## src/rtl/decode_stage.sv

```systemverilog
// decode_stage: IF/ID stage behind the instruction fetch memory.
// Captures fetched words, flushes wrong-path words after a taken branch,
// absorbs downstream stalls in a small FIFO skid buffer, and presents
// registered decode fields plus sticky halt/overflow flags.
// Optional build macro: DECODE_PERF_CNT_EN adds bubble/flush counters.
module decode_stage #(
    parameter int unsigned SKID_DEPTH  = 2,
    parameter int unsigned FLUSH_DEPTH = 1,
    parameter logic [4:0]  HALT_OPC    = 5'b01011
) (
    input  logic        clk,
    input  logic        rst_n,
    input  logic [31:0] instr_i,
    input  logic        fetch_done_i,
    input  logic        branch_taken_i,
    input  logic        stall_i,
    output logic        valid_o,
    output logic [4:0]  opcode_o,
    output logic [4:0]  rd_o,
    output logic [4:0]  rs1_o,
    output logic [4:0]  rs2_o,
    output logic [31:0] imm_o,
    output logic        halted_o,
    output logic        overflow_o
`ifdef DECODE_PERF_CNT_EN
    ,
    output logic [31:0] bubble_cnt_o,
    output logic [31:0] flush_cnt_o
`endif
);

    localparam int unsigned PTR_W = (SKID_DEPTH > 1) ? $clog2(SKID_DEPTH) : 1;
    localparam int unsigned OCC_W = $clog2(SKID_DEPTH + 1);
    localparam int unsigned FC_W  = $clog2(FLUSH_DEPTH + 2);

    typedef enum logic [1:0] {
        ST_RUN   = 2'd0,
        ST_FLUSH = 2'd1,
        ST_HALT  = 2'd2
    } state_t;

    // Sign-extend the 17-bit immediate field to 32 bits.
    function automatic logic signed [31:0] sext_imm(input logic signed [16:0] imm);
        return 32'(imm);
    endfunction

    // Advance a skid-buffer pointer, wrapping at SKID_DEPTH.
    function automatic logic [PTR_W-1:0] next_ptr(input logic [PTR_W-1:0] p);
        return (p == PTR_W'(SKID_DEPTH - 1)) ? '0 : p + 1'b1;
    endfunction

    state_t            state_q, state_d;
    logic [FC_W-1:0]   fcnt_q, fcnt_d;

    logic [31:0]       skid_mem [SKID_DEPTH];
    logic [PTR_W-1:0]  wr_ptr_q, rd_ptr_q;
    logic [OCC_W-1:0]  occ_q;

    logic [31:0]       instr_p1;
    logic              vld_p1;
    logic              halted_q;
    logic              overflow_q;

    logic              branch_act;
    logic              accept;
    logic              buf_empty;
    logic              buf_full;
    logic              pop;
    logic              push;
    logic              drop;
    logic              load_direct;

    // A branch is honoured everywhere except after halt; a word carrying the
    // halt opcode is never treated as a live instruction.
    assign branch_act  = branch_taken_i && (state_q != ST_HALT);
    assign accept      = (state_q == ST_RUN) && !fetch_done_i && !branch_taken_i
                         && (instr_i[31:27] != HALT_OPC);
    assign buf_empty   = (occ_q == '0);
    assign buf_full    = (occ_q == OCC_W'(SKID_DEPTH));
    assign pop         = !branch_act && !stall_i && !buf_empty;
    assign load_direct = accept && !stall_i && buf_empty;
    assign push        = accept && (stall_i || !buf_empty) && (!buf_full || pop);
    assign drop        = accept && stall_i && buf_full;

    // FSM state and flush countdown registers.
    always_ff @(posedge clk or negedge rst_n) begin
        if (!rst_n) begin
            state_q <= ST_FLUSH;
            fcnt_q  <= FC_W'(1);
        end else begin
            state_q <= state_d;
            fcnt_q  <= fcnt_d;
        end
    end

    // Next-state logic: branch wins over halt; FLUSH counts down wrong-path words.
    always_comb begin
        state_d = state_q;
        fcnt_d  = fcnt_q;
        case (state_q)
            ST_RUN: begin
                if (branch_taken_i) begin
                    state_d = (FLUSH_DEPTH == 0) ? ST_RUN : ST_FLUSH;
                    fcnt_d  = FC_W'(FLUSH_DEPTH);
                end else if (fetch_done_i) begin
                    state_d = ST_HALT;
                end
            end
            ST_FLUSH: begin
                if (branch_taken_i) begin
                    state_d = (FLUSH_DEPTH == 0) ? ST_RUN : ST_FLUSH;
                    fcnt_d  = FC_W'(FLUSH_DEPTH);
                end else if (fcnt_q <= FC_W'(1)) begin
                    state_d = ST_RUN;
                    fcnt_d  = '0;
                end else begin
                    fcnt_d  = fcnt_q - 1'b1;
                end
            end
            ST_HALT: begin
                state_d = ST_HALT;
            end
            default: begin
                state_d = ST_FLUSH;
                fcnt_d  = FC_W'(1);
            end
        endcase
    end

    // Skid buffer storage; occupancy alone marks which entries are live.
    always_ff @(posedge clk) begin
        if (push) begin
            skid_mem[wr_ptr_q] <= instr_i;
        end
    end

    // Skid buffer pointers and occupancy; a branch empties the buffer.
    always_ff @(posedge clk or negedge rst_n) begin
        if (!rst_n) begin
            wr_ptr_q <= '0;
            rd_ptr_q <= '0;
            occ_q    <= '0;
        end else if (branch_act) begin
            wr_ptr_q <= '0;
            rd_ptr_q <= '0;
            occ_q    <= '0;
        end else begin
            if (push) begin
                wr_ptr_q <= next_ptr(wr_ptr_q);
            end
            if (pop) begin
                rd_ptr_q <= next_ptr(rd_ptr_q);
            end
            if (push && !pop) begin
                occ_q <= occ_q + 1'b1;
            end else if (pop && !push) begin
                occ_q <= occ_q - 1'b1;
            end
        end
    end

    // Output stage: buffered words drain first, else accepted input goes straight through.
    always_ff @(posedge clk or negedge rst_n) begin
        if (!rst_n) begin
            instr_p1 <= '0;
            vld_p1   <= 1'b0;
        end else if (branch_act) begin
            vld_p1   <= 1'b0;
        end else if (!stall_i) begin
            if (pop) begin
                instr_p1 <= skid_mem[rd_ptr_q];
                vld_p1   <= 1'b1;
            end else if (load_direct) begin
                instr_p1 <= instr_i;
                vld_p1   <= 1'b1;
            end else begin
                vld_p1   <= 1'b0;
            end
        end
    end

    // Sticky status: halt once everything ahead of it has issued; overflow on a dropped word.
    always_ff @(posedge clk or negedge rst_n) begin
        if (!rst_n) begin
            halted_q   <= 1'b0;
            overflow_q <= 1'b0;
        end else begin
            if ((state_q == ST_HALT) && buf_empty && !stall_i) begin
                halted_q <= 1'b1;
            end
            if (drop) begin
                overflow_q <= 1'b1;
            end
        end
    end

    assign valid_o    = vld_p1;
    assign opcode_o   = instr_p1[31:27];
    assign rd_o       = instr_p1[26:22];
    assign rs1_o      = instr_p1[21:17];
    assign rs2_o      = instr_p1[16:12];
    assign imm_o      = sext_imm(instr_p1[16:0]);
    assign halted_o   = halted_q;
    assign overflow_o = overflow_q;

`ifdef DECODE_PERF_CNT_EN
    logic [31:0] bubble_cnt_q;
    logic [31:0] flush_cnt_q;

    // Performance counters: idle output cycles before halt, and honoured branches.
    always_ff @(posedge clk or negedge rst_n) begin
        if (!rst_n) begin
            bubble_cnt_q <= '0;
            flush_cnt_q  <= '0;
        end else begin
            if (!vld_p1 && (state_q != ST_HALT)) begin
                bubble_cnt_q <= bubble_cnt_q + 1'b1;
            end
            if (branch_act) begin
                flush_cnt_q <= flush_cnt_q + 1'b1;
            end
        end
    end

    assign bubble_cnt_o = bubble_cnt_q;
    assign flush_cnt_o  = flush_cnt_q;
`endif

endmodule

```

## config.mk

```make
export PLATFORM = sky130hd
export DESIGN_NAME = decode_stage
export DESIGN_NICKNAME = d
export VERILOG_FILES = /design/src/rtl/decode_stage.sv
export SDC_FILE = /design/constraint.sdc
export NUM_CORES = 1
export LEC_CHECK = 0
export CAP_MARGIN = 0
export CORE_ASPECT_RATIO = 0.9
export CORE_MARGIN = 4
export CORE_UTILIZATION = 35
export DETAILED_ROUTE_END_ITERATION = 6
export PLACE_DENSITY = 0.68
export SYNTH_ARGS = -nofsm -noshare
export SYNTH_HDL_FRONTEND = slang
export SYNTH_SLANG_ARGS = --single-unit
```

## constraint.sdc

```tcl
create_clock -name clk -period 4.6 [get_ports clk]
set_input_delay 1.15 -clock clk [delete_from_list [all_inputs] [get_ports clk]]
set_output_delay 1.15 -clock clk [all_outputs]
set_load 0.05 [all_outputs]
```

# Word-level counts from Yosys, hierarchy flattened

Memory sizes are Yosys's and may differ from the RTL's.
Cells that the tools add are included.

Add/subtract/negate cells: 5
Order comparisons: 1
Equality and inequality tests: 9
Mux-type cells: 26
Bitwise logic cells: 3
Reductions and logical operators: 35

Operator list:

| operator                                            | number |
|---|---|
| two-way mux 32 bit                                  | 2 |
| two-way mux 2 bit                                   | 10 |
| logical AND 1 bit                                   | 16 |
| two-way mux 1 bit                                   | 12 |
| case mux 2 bit (3 select lines)                     | 2 |
| zero test 1 bit                                     | 8 |
| != test 3 bit, second input constant                | 2 |
| nonzero test 2 bit                                  | 3 |
| != test 5 x 4 -> 1 bit, second input constant       | 1 |
| equality test 2 bit, second input constant          | 2 |
| zero test 2 bit                                     | 2 |
| != test 2 bit, second input constant                | 2 |
| AND reduction 2 bit                                 | 2 |
| subtractor 2 x 1 -> 2 bit, second input constant    | 2 |
| inverter 1 bit                                      | 3 |
| AND reduction 3 bit                                 | 1 |
| nonzero test 3 bit                                  | 1 |
| adder 1 bit, second input constant                  | 2 |
| adder 2 x 1 -> 2 bit, second input constant         | 1 |
| equality test 2 x 1 -> 1 bit, second input constant | 1 |
| <= comparator 2 x 1 -> 1 bit, second input constant | 1 |
| logical OR 1 bit                                    | 2 |
| != test 2 x 1 -> 1 bit, second input constant       | 1 |

Register bits after elaboration: 43
Bits in writable memories: 64
Output and inout bits: 55
Logic and storage cells: 89
Memories kept: 1

Memories:

| name     | words | bits a word | rd ports | clocked after Yosys merged registers in | write ports | line | source |
|---|---|---|---|---|---|---|---|
| skid_mem | 2     | 32          | 1        | 0                                       | 1           | 55   | `logic [31:0] skid_mem [SKID_DEPTH];` |

# Longest topological paths before layout

Depth in word-level cells: 12
Mapped depth: 7
Mapped depth without buffers: 5

# Least setup slack after synthesis

No wires, ideal clock.

Path type: input to register
Start point: input branch_taken_i
End point: memory skid_mem[0][0], enable pin
Arrival time: 3.494 ns
Required time: 4.175 ns
Path slack: 0.681 ns
Cell stages on the path: 4
Cell sequence: or4_4 a21oi_4 o31a_1 nor2b_1

Cells in the longest elaborated chain, start to end: 8
Elaborated cells on any way between the ends: 12
Classes of those cells: mux (2); reduce/logical (10)

Ends and longest elaborated chain:

| item                                      | line | source |
|---|---|---|
| start, declared                           | 15   | `input logic branch_taken_i,` |
| logical AND 1 bit                         | 75   | `assign branch_act = branch_taken_i && (state_q != ST_HALT);` |
| zero test 1 bit                           | 80   | `assign pop = !branch_act && !stall_i && !buf_empty;` |
| logical AND 1 bit (2 in series)           | 80   |  |
| logical OR 1 bit                          | 82   | `assign push = accept && (stall_i \|\| !buf_empty) && (!buf_full \|\| pop);` |
| logical AND 1 bit *                       | 82   |  |
| two-way mux 1 bit *                       | 132  | `if (push) begin` |
| two-way mux 1 bit (implied by the code) * | 133  | `skid_mem[wr_ptr_q] <= instr_i;` |
| end, declared                             | 55   |  |

Every way passes the cells marked *; elsewhere a longest branch is shown, timed or not.

# Worst setup path in the final report

Start point: input branch_taken_i
End point: memory skid_mem[1][21], enable pin

The elaborated chain is that of the path after synthesis.

==> summary.md <==
| Metric | Value |
|---|---|
| Post-CTS Resized | 0 |
| Reg2Reg Depth | 4 |
| DRT antenna net count | 0 |
| Post-cts hold buffer count | 0 |
| Vias in the first global route | 2777 |
| Crit share post-route | 74.5% |
| Slew Limit Fails | 0 |
| Final GP Congestion | 0.781 |
| Hold Fails Final Rpt | 0 |
| Post-Syn Instances | 356 |
| Syn nets | 393 |
| Worst vdd ir | 0.328 mV |
| Postcts setup bufs | 0 |
| Crit path from | branch_taken_i |
| I/O pins | 92 |
| Sequential-to-total area share from yosys stat | 67.5% |
| Startpoint types | input port |
| Routed WL | 8320 um |
| Setup_tns | 0 ns |
| Root buf cell | clkbuf_16 |
| Pin count of the biggest net entering global routing | 55 |
| Worst hold-check slack | 0.460 ns |
| Critical Path RT | 4.57 ns |
| HPWL Detailed | 5650 um |
| Syn avg cell area | 12.5 um2 |
| Fin nets | 459 |
| Register bit count reported by yosys | 107 |
| DR iter-0 viols | 96 |
| First-pass GRT wire length | 13800 um |
| Vias | 2692 |
| CTS Sinks | 107 |
| Clock slew at reported path FFs | 0.07 ns |
| Placeable Area | 12300 um2 |
| Hold wc startpoint | halted_o |
| Initial antenna violation count | 0 |
| WL/cell | 14.2 um |
| Count of cell types in the netlist | 33 |
| Pwr dens | 647 nW/um2 |
| Max-Cap Viols | 0 |
| Relative slew margins | 32.1% |
| CP max FO | 32 |
| Layout cells sized above 1 | 7.03% |
| H-tree lvl count | 3 |
| Post-Syn Area | 4450 um2 |
| Clk_skew | 0.00665 ns |
| R2R Path End | skid_mem[1][21] |
| DIE HEIGHT | 115 um |
| Cell area after layout | 5650 um2 |
| Setup crit end | skid_mem[1][21] |
| LEAKAGE | 2.05 nW |
| Area post-placement | 5350 um2 |
| Final Power | 3.66 mW |
| FMAX | 0.292 GHz |
| Grt total ovfl | 0 |
| Max Buffers Root-to-Sink | 2 |
| Yosys warns | 0 |
| DRT Pass-1 Iters | 4 |
| Crit Path Class | in -> reg |
| CTS tree | built |
| N_diodes | 0 |
| Least-Margin Pin Slew | 1.02 ns |
| Final min period | 3.43 ns |
| Worst setup EP type | flip-flop |
| Worst-Skew Late Latency | 0.34 ns |
| DRC | 0 |
| Die Area | 14600 um2 |
| Min-Delay Path Class | reg -> reg |
| Final setup violating endpoints | 0 |
| Horizontal die dimension | 127 um |
| Fin util | 46.1% |
| Overall Global Routing Usage | 11.9% |
| Starting density of the core | 36.3% |
| Std-Cell Rows | 38 |
| Post-synthesis to final-layout area growth | 27.1% |
| RR Startpoint | state_q[1] |
| Area of the multi-input gates | 1190 um2 |
| Register area | 3000 um2 |
| Worst EP arrival | 3.39 ns |
| Fillers | 1105 |
| Unrepaired setup endpoints after global routing | false |
| R2R Setup Slk | 2.05 ns |
| CTS Buf Count | 9 |
| Status | finished clean |
| Avg Vias per Cell | 4.59 |
| PortBufs | 91 |
==> layer usage <==
layer | track usage, % | up-vias | part of all wire, %
li1 | - | 1374 | -
met1 | 14.7 | 1252 | 44
met2 | 20.3 | 57 | 50
met3 | 3.95 | 9 | 5.0
met4 | 3.22 | 0 | 1.1
met5 | 0 | - | 0
==> how the worst min path moves through the flow <==
stage                     end  slack, ns  cells after the start
global placement     halted_o       0.44                      1
finish               halted_o       0.46                      1
detailed placement   halted_o       0.45                      1
global route         halted_o       0.50                      1
floorplan           flip-flop       0.48                      2
CTS                  halted_o       0.47                      1
==> synth_stat cells, drive strengths merged <==
cell type / instances / area [um2]
nand2: 36 / 135
a211oi: 2 / 15.0
o31a: 1 / 8.76
a21oi: 39 / 206
clkbuf: 8 / 30.0
nor2b: 2 / 12.5
dfstp: 2 / 52.6
nand2b: 3 / 18.8
nand3: 1 / 5.00
and3: 3 / 18.8
nor2: 36 / 135
a21o: 1 / 7.51
o311ai: 1 / 8.76
and4bb: 1 / 12.5
or3: 2 / 12.5
and2: 2 / 12.5
edfxtp: 64 / 1920
dfrtp: 41 / 1030
o31ai: 1 / 12.5
inv: 4 / 15.0
or4: 1 / 11.3
buf: 31 / 226
a211o: 1 / 8.76
mux2i: 32 / 320
a41o: 1 / 10.0
nor3: 2 / 10.0
xnor2: 1 / 8.76
o21ai: 37 / 185
==> worst max-delay path: stages <==
cell             delay, ns
clkdlybuf4s50_1       0.54
or4_4                 0.54
a21oi_4               0.23
o31a_1                0.23
and2_2                0.69
==> logic make-up after synthesis <==
logic type             synth area share, %
flip-flops                            67.5
AND/OR/NAND/NOR                       8.64
AO/OA/AOI/OAI                         10.4
buffers and inverters                 6.10
multiplexers                          7.20
XOR/XNOR                             0.197
==> per-stage QoR <==
step,cells,setup slack [ns]
after floorplan,356,0.681
after global placement,571,0.861
after detailed placement,571,0.803
after CTS,587,1.17
after global routing,587,1.02
final,587,1.17
==> cells in the final DEF (no fill, tap or decap), drive strengths merged, types with 3 or more instances in the layout <==
cell | netlist | layout
clkbuf | 8 | 9
inv | 4 | 6
nand2b | 3 | 3
and3 | 3 | 3
nor2 | 36 | 36
clkinv | 0 | 4
clkdlybuf4s50 | 0 | 90
dfrtp | 41 | 41
nand2 | 36 | 36
edfxtp | 64 | 64
mux2i | 32 | 32
buf | 31 | 4
o21ai | 37 | 37
a21oi | 39 | 39
==> registers in the layout, indices dropped and copies added (netlist names), named ones only <==
register    flops
skid_mem       64
wr_ptr_q        1
instr_p1       32
halted_o        1
state_q         1
overflow_o      1
rd_ptr_q        1
valid_o         1
fcnt_q          2
occ_q           2
==> cell type report <==
| cell class | instances | share of cell area, % |
|---|---|---|
| clock buffers | 9 | 3.98 |
| clock inverters | 7 | 1.31 |
| inverters | 4 | 0.266 |
| multi-input cells | 206 | 21.1 |
| flip-flops and latches | 107 | 53.1 |
| well taps | 160 | 3.54 |
| repair buffers | 94 | 16.6 |
==> report_power, final <==
part           internal (mW)  switching (mW)
clock                  0.425           0.331
combinational          0.523            1.05
sequential              1.19           0.141
total                   2.13            1.52
(Power assumes the default switching activity.)
